==> config.mk <==
export PLATFORM = sky130hd
export DESIGN_NAME = uart_rx_os
export DESIGN_NICKNAME = d
export VERILOG_FILES = /design/src/rtl/uart_rx_os.sv
export SDC_FILE = /design/constraint.sdc
export NUM_CORES = 1
export LEC_CHECK = 0
export CAP_MARGIN = 5
export CORE_MARGIN = 1
export CORE_UTILIZATION = 60
export DETAILED_ROUTE_END_ITERATION = 6
export DONT_BUFFER_PORTS = 1
export PLACE_DENSITY = 0.83
export REMOVE_ABC_BUFFERS = 1
export SYNTH_ARGS = -nofsm -noshare
export SYNTH_HDL_FRONTEND = slang
export SYNTH_SLANG_ARGS = --single-unit
==> constraint.sdc <==
create_clock -name clk -period 2.8 [get_ports clk]
set_clock_uncertainty 0.1 [all_clocks]
set_input_delay 0.84 -clock clk [delete_from_list [all_inputs] [get_ports clk]]
set_output_delay 0.84 -clock clk [all_outputs]
set_load 0.005 [all_outputs]
==> src/rtl/uart_rx_os.sv <==
// Oversampling UART receiver: synchronises rx, finds the start bit, samples each bit
// at its centre and reports the word with parity and framing status.
module uart_rx_os #(
    parameter int DATA_BITS   = 8,
    parameter int OVERSAMPLE  = 16,
    parameter int PARITY      = 0,
    parameter int STOP_BITS   = 1,
    parameter int SYNC_STAGES = 2
) (
    input  logic                 clk,
    input  logic                 reset,
    input  logic                 s_tick,
    input  logic                 rx,
    output logic [DATA_BITS-1:0] dout,
    output logic                 rx_done,
    output logic                 parity_err,
    output logic                 frame_err,
    output logic                 busy
);

    localparam int TW = $clog2(OVERSAMPLE);
    localparam int BW = $clog2(DATA_BITS + 1);

    typedef enum logic [2:0] {
        S_IDLE,
        S_START,
        S_DATA,
        S_PARITY,
        S_STOP
    } state_t;

    logic [SYNC_STAGES-1:0] r_sync;
    state_t                 r_state,    w_state;
    logic [TW-1:0]          r_tick,     w_tick;
    logic [BW-1:0]          r_bit,      w_bit;
    logic [DATA_BITS-1:0]   r_shreg,    w_shreg;
    logic                   r_perr_int, w_perr_int;
    logic                   r_ferr_int, w_ferr_int;
    logic [DATA_BITS-1:0]   r_dout,     w_dout;
    logic                   r_perr,     w_perr;
    logic                   r_ferr,     w_ferr;
    logic                   r_done,     w_done;

    logic                   w_rx_s;
    logic [TW-1:0]          w_tick_inc;
    logic                   w_par;

    assign w_rx_s     = r_sync[SYNC_STAGES-1];
    assign w_tick_inc = r_tick + TW'(1);
    assign w_par      = (^r_shreg) ^ w_rx_s;

    // NOTE: sequential state uses non-blocking assignments only, so every flop
    // samples the pre-edge values and process order does not matter.
    always_ff @(posedge clk) begin
        if (reset) begin
            r_sync     <= '1;
            r_state    <= S_IDLE;
            r_tick     <= '0;
            r_bit      <= '0;
            r_shreg    <= '0;
            r_perr_int <= 1'b0;
            r_ferr_int <= 1'b0;
            r_dout     <= '0;
            r_perr     <= 1'b0;
            r_ferr     <= 1'b0;
            r_done     <= 1'b0;
        end else begin
            r_sync     <= {r_sync[SYNC_STAGES-2:0], rx};
            r_state    <= w_state;
            r_tick     <= w_tick;
            r_bit      <= w_bit;
            r_shreg    <= w_shreg;
            r_perr_int <= w_perr_int;
            r_ferr_int <= w_ferr_int;
            r_dout     <= w_dout;
            r_perr     <= w_perr;
            r_ferr     <= w_ferr;
            r_done     <= w_done;
        end
    end

    // NOTE: every variable gets a default before the case, so no path can infer a latch.
    always_comb begin
        w_state    = r_state;
        w_tick     = r_tick;
        w_bit      = r_bit;
        w_shreg    = r_shreg;
        w_perr_int = r_perr_int;
        w_ferr_int = r_ferr_int;
        w_dout     = r_dout;
        w_perr     = r_perr;
        w_ferr     = r_ferr;
        w_done     = 1'b0;

        if (s_tick) begin
            case (r_state)
                S_IDLE: begin
                    if (!w_rx_s) begin
                        w_state = S_START;
                        w_tick  = '0;
                    end
                end
                S_START: begin
                    // Re-check the line at start-bit centre to reject glitches.
                    if (w_tick_inc == TW'(OVERSAMPLE/2 - 1)) begin
                        w_tick = '0;
                        if (!w_rx_s) begin
                            w_state    = S_DATA;
                            w_bit      = '0;
                            w_perr_int = 1'b0;
                            w_ferr_int = 1'b0;
                        end else begin
                            w_state = S_IDLE;
                        end
                    end else begin
                        w_tick = w_tick_inc;
                    end
                end
                S_DATA: begin
                    if (r_tick == TW'(OVERSAMPLE - 1)) begin
                        w_tick  = '0;
                        w_shreg = {w_rx_s, r_shreg[DATA_BITS-1:1]};
                        if (r_bit == BW'(DATA_BITS - 1)) begin
                            w_bit   = '0;
                            w_state = (PARITY != 0) ? S_PARITY : S_STOP;
                        end else begin
                            w_bit = r_bit + BW'(1);
                        end
                    end else begin
                        w_tick = w_tick_inc;
                    end
                end
                S_PARITY: begin
                    if (r_tick == TW'(OVERSAMPLE - 1)) begin
                        w_tick     = '0;
                        w_perr_int = (PARITY == 1) ? ~w_par : w_par;
                        w_state    = S_STOP;
                    end else begin
                        w_tick = w_tick_inc;
                    end
                end
                S_STOP: begin
                    if (r_tick == TW'(OVERSAMPLE - 1)) begin
                        w_tick = '0;
                        if (!w_rx_s) begin
                            w_ferr_int = 1'b1;
                        end
                        if (r_bit == BW'(STOP_BITS - 1)) begin
                            // Leave at stop-bit centre so a back-to-back start edge is seen.
                            w_bit   = '0;
                            w_dout  = r_shreg;
                            w_perr  = r_perr_int;
                            w_ferr  = r_ferr_int | ~w_rx_s;
                            w_done  = 1'b1;
                            w_state = S_IDLE;
                        end else begin
                            w_bit = r_bit + BW'(1);
                        end
                    end else begin
                        w_tick = w_tick_inc;
                    end
                end
                default: begin
                    w_state = S_IDLE;
                end
            endcase
        end
    end

    assign dout       = r_dout;
    assign rx_done    = r_done;
    assign parity_err = r_perr;
    assign frame_err  = r_ferr;
    assign busy       = (r_state != S_IDLE);

endmodule

# Yosys cells after proc, flatten, opt, wreduce, memory -nomap -nowiden
# Index checks and enable logic that the tools add are counted.
# classes
add_sub_neg,2
eq_ne,16
n_mux,27
bitwise_logic,6
n_reduce_logical,17
# ops
op,n
$mux W4,8
$pmux W4 S3,2
$mux W3,7
$ne A2 B2 Y1 const B,9
$pmux W3 S5,1
$reduce_and A6 Y1,2
$reduce_bool A3 Y1,3
$add A4 B1 Y4 const B,2
$eq A4 B3 Y1 const B,2
$reduce_and A8 Y1,1
$reduce_xor A8 Y1,1
$eq A3 B2 Y1 const B,2
$mux W1,6
$reduce_and A3 Y1,2
$reduce_and A5 Y1,1
$eq A4 B4 Y1 const B,1
$logic_not A4 Y1,1
$not A1 Y1,4
$pmux W1 S2,2
$reduce_and A4 Y1,1
$reduce_bool A2 Y1,2
$reduce_or A4 Y1,1
$eq A3 B1 Y1 const B,1
$eq A3 B3 Y1 const B,1
other kinds (5),5
# word_totals
register_bits,34
inputBits,4
output_inout_bits,12
wordCells,79

# Logic depth before layout (Yosys ltp)
# Gate-level depths: netlist of run 1.
# depth
depth_word,4
ltp_mapped,9
mapped_depth_nobuf,8

# Worst setup path before layout of run 1
# OpenSTA, ideal clock, no wires.
# synth_timing
kind,flip-flop to flip-flop
startpoint,register r_tick[0]
endpoint,register r_bit[3]
setup_ns,0.070
t_arrival_ns,1.954
t_required_ns,2.630
slack_ns,0.676
path_stages_with_launch,8
n_path_buf,0
synth_period_minus_slack_ns,2.124
path_cell_list,dfxtp_1 ha_1 nand2b_1 o21ai_2 a31oi_2 o31a_1 or4_1 a21oi_1
# synth_between
elab_chain_len,4
elab_cells_between_ends,7
# synth_lines
item,line,rtl
start: declaration,34,"logic [TW-1:0] r_tick, w_tick;"
start signal: assignment,70,r_tick <= w_tick;
$add A4 B1 Y4,49,assign w_tick_inc = r_tick + TW'(1);
$eq A4 B3 Y1,105,if (w_tick_inc == TW'(OVERSAMPLE/2 - 1)) begin
$ne A2 B2 Y1 (no source line),n/a,
$reduce_and A6 Y1 (no source line) (*),n/a,
end signal: assignment,71,r_bit <= w_bit;
end: declaration,35,"logic [BW-1:0] r_bit, w_bit;"
# Mark *: on every way between the ends. The rest lies on a longest branch, timed or not.
# A chain may end at the register's enable or synchronous reset.

# Worst setup path after layout of run 1
# layout_timing
startpoint,register r_tick[1]
endpoint,register r_bit[3]
# The elaborated chain is that of the path after synthesis.

==> results of run 1 <==
## sequential cells by signal, indices dropped and copies added, names as in the netlist
signal / cells
r_tick: 4
rx_done: 1
r_shreg: 8
parity_err: 1
dout: 8
r_ferr_int: 1
r_sync: 2
r_bit: 4
r_state: 3
r_perr_int: 1
frame_err: 1
## Yosys cell counts (3+ instances only)
library cell | instances | area share (%)
o21ai_0 | 7 | 2.0
or2_2 | 3 | 1.1
nand3_1 | 3 | 0.88
a21oi_1 | 13 | 3.8
mux2i_1 | 17 | 9.9
ha_1 | 4 | 2.9
nand2b_1 | 4 | 1.5
or3_1 | 4 | 1.5
dfxtp_1 | 34 | 40
buf_6 | 3 | 2.0
nor2_1 | 28 | 6.1
clkbuf_1 | 4 | 0.88
nand2_1 | 13 | 2.9
xnor2_1 | 7 | 3.6
inv_1 | 9 | 2.0
## worst max-delay path by stage
stage | cells past startpoint | startpoint | endpoint
detailed placement | 7 | r_tick[1] | r_bit[3]
global placement | 7 | r_tick[0] | r_bit[3]
CTS | 7 | r_tick[1] | r_bit[3]
floorplan | 7 | r_tick[0] | r_bit[3]
finish | 7 | r_tick[1] | r_bit[3]
global route | 7 | r_tick[1] | r_bit[3]
## worst reg2reg max path, delay by kind of cell, from the launching register on
family	cells	cell delay, ns
AO/OA/AOI/OAI	4	0.75
flip-flops	1	0.41
AND/OR/NAND/NOR	2	0.78
adder cells (fa/ha/maj)	1	0.22
## cells by family (layout without fill, tap and decap cells)
logic type,after synthesis,count (layout),share of synthesized area (%)
fa+ha+maj,4,4,2.93
compound gates,34,34,12.8
xor+xnor,9,9,4.61
simple gates,76,76,23.9
buf+inv,19,17,6.00
mux,17,17,9.95
flops,34,34,39.8
## area by class of cell
cell class / count / area, um^2 / share of cell area (%)
multi-input cells: 140 / 927 / 53.2
flip-flops and latches: 34 / 681 / 39.1
clock buffers: 6 / 51.3 / 2.94
well taps: 30 / 37.5 / 2.15
inverters: 9 / 33.8 / 1.94
clock inverters: 2 / 12.5 / 0.718
## metrics by stage
stage / area (um^2) / utilization [%] / hold WS [ns] / total power [W]
finish: 1740 / 67.3 / 0.326 / 0.000823
global route: 1740 / 67.3 / 0.355 / 0.000851
CTS: 1740 / 67.3 / 0.332 / 0.000827
detailed placement: 1680 / 64.8 / 0.306 / 0.000538
global placement: 1680 / 64.8 / 0.293 / 0.000536
floorplan: 1640 / - / 0.289 / 0.000530
## metal layers
metal  wire length [um]  vias up
li1                   -      659
met1               1390      629
met2               1500       35
met3                170       10
met4                 73        0
met5                  0        -
## power by group through the flow
stage	Clock [W]	Sequential (W)	Combinational, W
2_1_floorplan	0	0.000504	0.0000257
3_3_place_gp	0	0.000506	0.0000300
3_5_place_dp	0	0.000507	0.0000310
4_1_cts	0.000300	0.000496	0.0000311
5_1_grt	0.000319	0.000497	0.0000349
6_report	0.000296	0.000496	0.0000312
==> results_dict.tcl, run 1 <==
set metrics [dict create \
    grt_pass1_vias 1251 \
    grt_max_degree 39 \
    worst-path-buf-inv 0 \
    cts_resized 0 \
    grt_use_total_pct 22.9 \
    worst_setup_path_start_kind "register" \
    htree_levels 2 \
    leakage_nw 0.670 \
    gr-max-usage-layer "met2" \
    tightestPinTransition_ns 0.597 \
    slew_violations 0 \
    path_max_fanout 8 \
    cts_buffers 5 \
    sw_frac_of_total_pct 24.4 \
    min_from "r_sync[0]" \
    setup_ws_ns 0.494 \
    met2_usage_pct 35.6 \
    grt_pass1_wl_mm 5.57 \
    cts_tree "yes" \
    crit_type "register to register" \
    required_ns 3.00 \
    hold-path-cell-count 1 \
    dp_slack_ns 0.503 \
    post-cts-setup-buffer-count 0 \
    worst_skew_pair.late_latency_ns 0.35 \
    cts_sinks 34 \
    vdd_drop_max_mv 0.523 \
    die_x_um 55.4 \
    ys_ff_latch 34 \
    power_density_mw_per_mm2 472 \
    synthArstFlopShare_pct 0 \
    synth-warning-count 0 \
    worst_path_dominant_cell_family "simple AND/OR/NAND/NOR gates" \
    max_cap_violations 0 \
    end_kind "register" \
    grtUsageMet1_pct 28.8 \
    synth_cells 193 \
    grt_use_met3_pct 5.85 \
    power_switching_w 0.000201 \
    wl_per_cell_um 14.2 \
    coreArea_mm2 0.00259 \
    comb_power_share_pct 3.8 \
    wirelength_mm 3.14 \
    cts_root_buf "clkbuf_4" \
    drtAntennaViolNets 0 \
    rows 18 \
    holdPathEnd "r_sync[1]" \
    r2r_slack_ns 0.49 \
    fp.dieH_um 55.4 \
    final-setup-viol-count 0 \
    portBuffers 0 \
    fin_crit_sh_pct 82.4 \
    drc 0 \
    layout-drive-gt1-share_pct 11.5 \
    rr_endpoint "r_bit[3]" \
    slowest_delay_ns 0.53 \
    avgSynthCellArea_um2 8.86 \
    place_inst 213 \
    gp_congestion 0.886 \
    synthDistinctLibCells 48 \
    syn2layout_area_growth_pct 1.90 \
    ys.flop_type "dfxtp_1" \
    clkPwrFrac_pct 36.0 \
    worstHoldPathType "register to register" \
    diodes 0 \
    dp_hpwl_mm 2.18 \
    rr_worst_depth 7 \
    timing.final.hold_violations 0 \
    relSlewSlack_pct 60.2 \
    nNetsFinal 198 \
    fillCellCount 210 \
    final_common_cell "dfxtp_1" \
    seq_area_frac_synth_pct 39.8 \
    holdBufCountCts 0 \
    cp_slowest_cell "or4_1" \
    max_freq_ghz 0.434 \
    clkTransAtPathRegs_ns 0.12 \
    ios 16 \
    rsz0062_at_grt "false" \
    critPathArrivalTime_ns 2.50 \
    final_cell_mix "dfxtp_1 (34), nor2_1 (28), mux2i_1 (17)" \
    syn_area_mm2 0.00171 \
    seq_power_share_pct 60.2 \
    die-area_mm2 0.00307 \
    post_drt_via_cell_ratio 6.03 \
    overflow 0 \
    intPower_w 0.000623 \
    synth_enable_flop_cells 0 \
    fin_crit_ns 2.31 \
    path_cells "ha_1 > or2b_1 > o21ai_2 > a31oi_2 > o31a_1 > or4_1 > a21oi_1" \
    drtPass1Iterations 4 \
    start_util_pct 66.0 \
    drt_iter0_drc 39 \
    finalSetupTns_ns 0 \
    reg2reg_from "r_tick[1]" \
    vias 1333 \
    status "finished, final reports clean" \
    instances_no_fill 221 \
    cts_max_path_buffers 2 \
    antenna_found_initial 0 \
]
Note: power is estimated with default switching activity, not from simulation.
==> run 2, diff against run 1 <==
CORE_UTILIZATION = 56   (was 60)
PLACE_DENSITY = 0.81   (was 0.83)
clock period = 2 ns   (was 2.8 ns; I/O delays follow)
==> run 2 against run 1 <==
Against the previous run: non-clock buffer count up 18; highest routed layer unchanged; the flow now finishes with violations (setup timing); utilization is 3.0 points higher; largest power group unchanged; cell count rose by 8.6%; power is 50% higher; wire length is 15% higher.
==> results_dict.tcl, run 2 (same netlist as run 1, synthesis figures left out) <==
set metrics [dict create \
    rsz0062_at_grt "true" \
    cts_sinks 34 \
    cp_slowest_cell "dfxtp_4" \
    layout-drive-gt1-share_pct 27.8 \
    grt_pass1_wl_mm 5.87 \
    diodes 0 \
    drtAntennaViolNets 0 \
    drt_iter0_drc 57 \
    overflow 0 \
    tightestPinTransition_ns 0.443 \
    rows 19 \
    nNetsFinal 216 \
    grt_pass1_vias 1323 \
    required_ns 2.18 \
    worst-path-buf-inv 1 \
    utilization_pct 70.3 \
    path_cells "ha_4 > or2b_1 > o21ai_2 > a31oi_2 > o31a_1 > buf_6 > or3_4 > a21oi_2" \
    r2r_slack_ns -0.03 \
    endpoint "r_bit[0]" \
    syn2layout_area_growth_pct 16.2 \
    slew_violations 0 \
    cp-startpoint "r_tick[1]" \
    die_x_um 57.3 \
    antenna_found_initial 0 \
    final_cell_mix "nor2_1 (28), dfxtp_1 (28), mux2i_1 (17)" \
    portBuffers 0 \
    cts_max_path_buffers 2 \
    start_util_pct 60.5 \
    grt_use_total_pct 23.2 \
    leakage_nw 0.790 \
    fin_crit_ns 2.03 \
    grt_max_degree 39 \
    path_max_fanout 7 \
    final-setup-viol-count 2 \
    status "finished, violations left" \
    worstHoldPathType "input port to register" \
    finalSetupTns_ns -0.0288 \
    violations "setup timing" \
    rr_worst_depth 8 \
    ios 16 \
    vdd_drop_max_mv 0.419 \
    cp_num_cells 8 \
    die-area_mm2 0.00328 \
    power_density_mw_per_mm2 621 \
    max_cap_violations 0 \
    drc 0 \
    drtPass1Iterations 4 \
    worst_setup_path_start_kind "register" \
    setup_ws_ns -0.0279 \
    slowest_delay_ns 0.39 \
    crit_type "register to register" \
    rr_endpoint "r_bit[0]" \
    max_freq_ghz 0.493 \
    worst_skew_pair.late_latency_ns 0.33 \
    cts_buffers 5 \
    gp_congestion 0.866 \
    end_kind "register" \
    critPathArrivalTime_ns 2.21 \
    wl_per_cell_um 15.0 \
    wirelength_mm 3.59 \
    coreArea_mm2 0.00283 \
    cts_tree "yes" \
    worst_path_dominant_cell_family "compound AO/OA/AOI/OAI gates" \
    clkTransAtPathRegs_ns 0.11 \
    dp_hpwl_mm 2.45 \
    vias 1431 \
    cts_root_buf "clkbuf_4" \
    relSlewSlack_pct 70.4 \
    htree_levels 2 \
    reg2reg_from "r_tick[1]" \
    fp.dieH_um 57.3 \
    fin_crit_sh_pct 101 \
    timing.final.hold_violations 0 \
    timing.hold.ws_ns 0.213 \
    post_drt_via_cell_ratio 5.96 \
]
run 2: area by class of cell:
cell class | instances | area [um^2]
tap | 31 | 38.8
clock inverter | 3 | 40.0
inverter | 9 | 33.8
clock buffer | 5 | 37.5
multi-input combinational | 140 | 993
fill | 211 | 841
sequential | 34 | 693
timing repair buffer | 18 | 151
run 2: worst min-delay path by stage:
stage,cells past startpoint,slack [ns],start,to
3_3_place_gp,1,0.30,r_sync[0],r_sync[1]
5_1_grt,1,0.19,reset,r_state[2]
3_5_place_dp,1,0.30,r_sync[0],r_sync[1]
4_1_cts,1,0.21,reset,r_state[1]
2_1_floorplan,1,0.29,r_sync[0],r_sync[1]
6_report,1,0.21,reset,r_state[2]
run 2: through the flow:
| step | instance area [um^2] | instances | power [W] | worst slack, ns |
|---|---|---|---|---|
| global route | 1990 | 240 | 0.00128 | -0.113 |
| detailed placement | 1830 | 232 | 0.000761 | -0.139 |
| CTS | 1950 | 240 | 0.00124 | -0.0376 |
| finish | 1990 | 240 | 0.00124 | -0.0279 |
| floorplan | 1640 | 183 | 0.000742 | -0.124 |
| global placement | 1830 | 232 | 0.000760 | -0.0580 |
run 2: timing repair:
action,in CTS,in global routing
hold buffers,0,0
pin swaps,6,8
setup buffers,0,0
resized for setup,14,13
setup endpoints to repair,9,21
run 2: report_power, final:
part	switching (W)	leakage, nW	internal (W)
clock network	0.000229	0.0450	0.000259
registers	0.00000727	0.278	0.000680
logic	0.0000317	0.467	0.0000281
total	0.000268	0.790	0.000967
run 2: metal layers:
metal | up-vias | wire length [um] | global-route usage (%)
li1 | 698 | - | -
met1 | 688 | 1540 | 27.6
met5 | - | 0 | 0
met4 | 0 | 43 | 12.5
met3 | 4 | 187 | 6.35
met2 | 41 | 1820 | 38.3
run 2: worst reg2reg max path, stage by stage (launching register included):
cell and delay [ns]:
dfxtp_4 0.39, ha_4 0.15, or2b_1 0.24, o21ai_2 0.06
a31oi_2 0.11, o31a_1 0.34, buf_6 0.14, or3_4 0.33
a21oi_2 0.13
==> run 3, diff against run 2 <==
GPL_ROUTABILITY_DRIVEN = 1   (was not set)
==> results of run 3 <==
No change in the layout: final DEF, timing and power equal those of run 2.
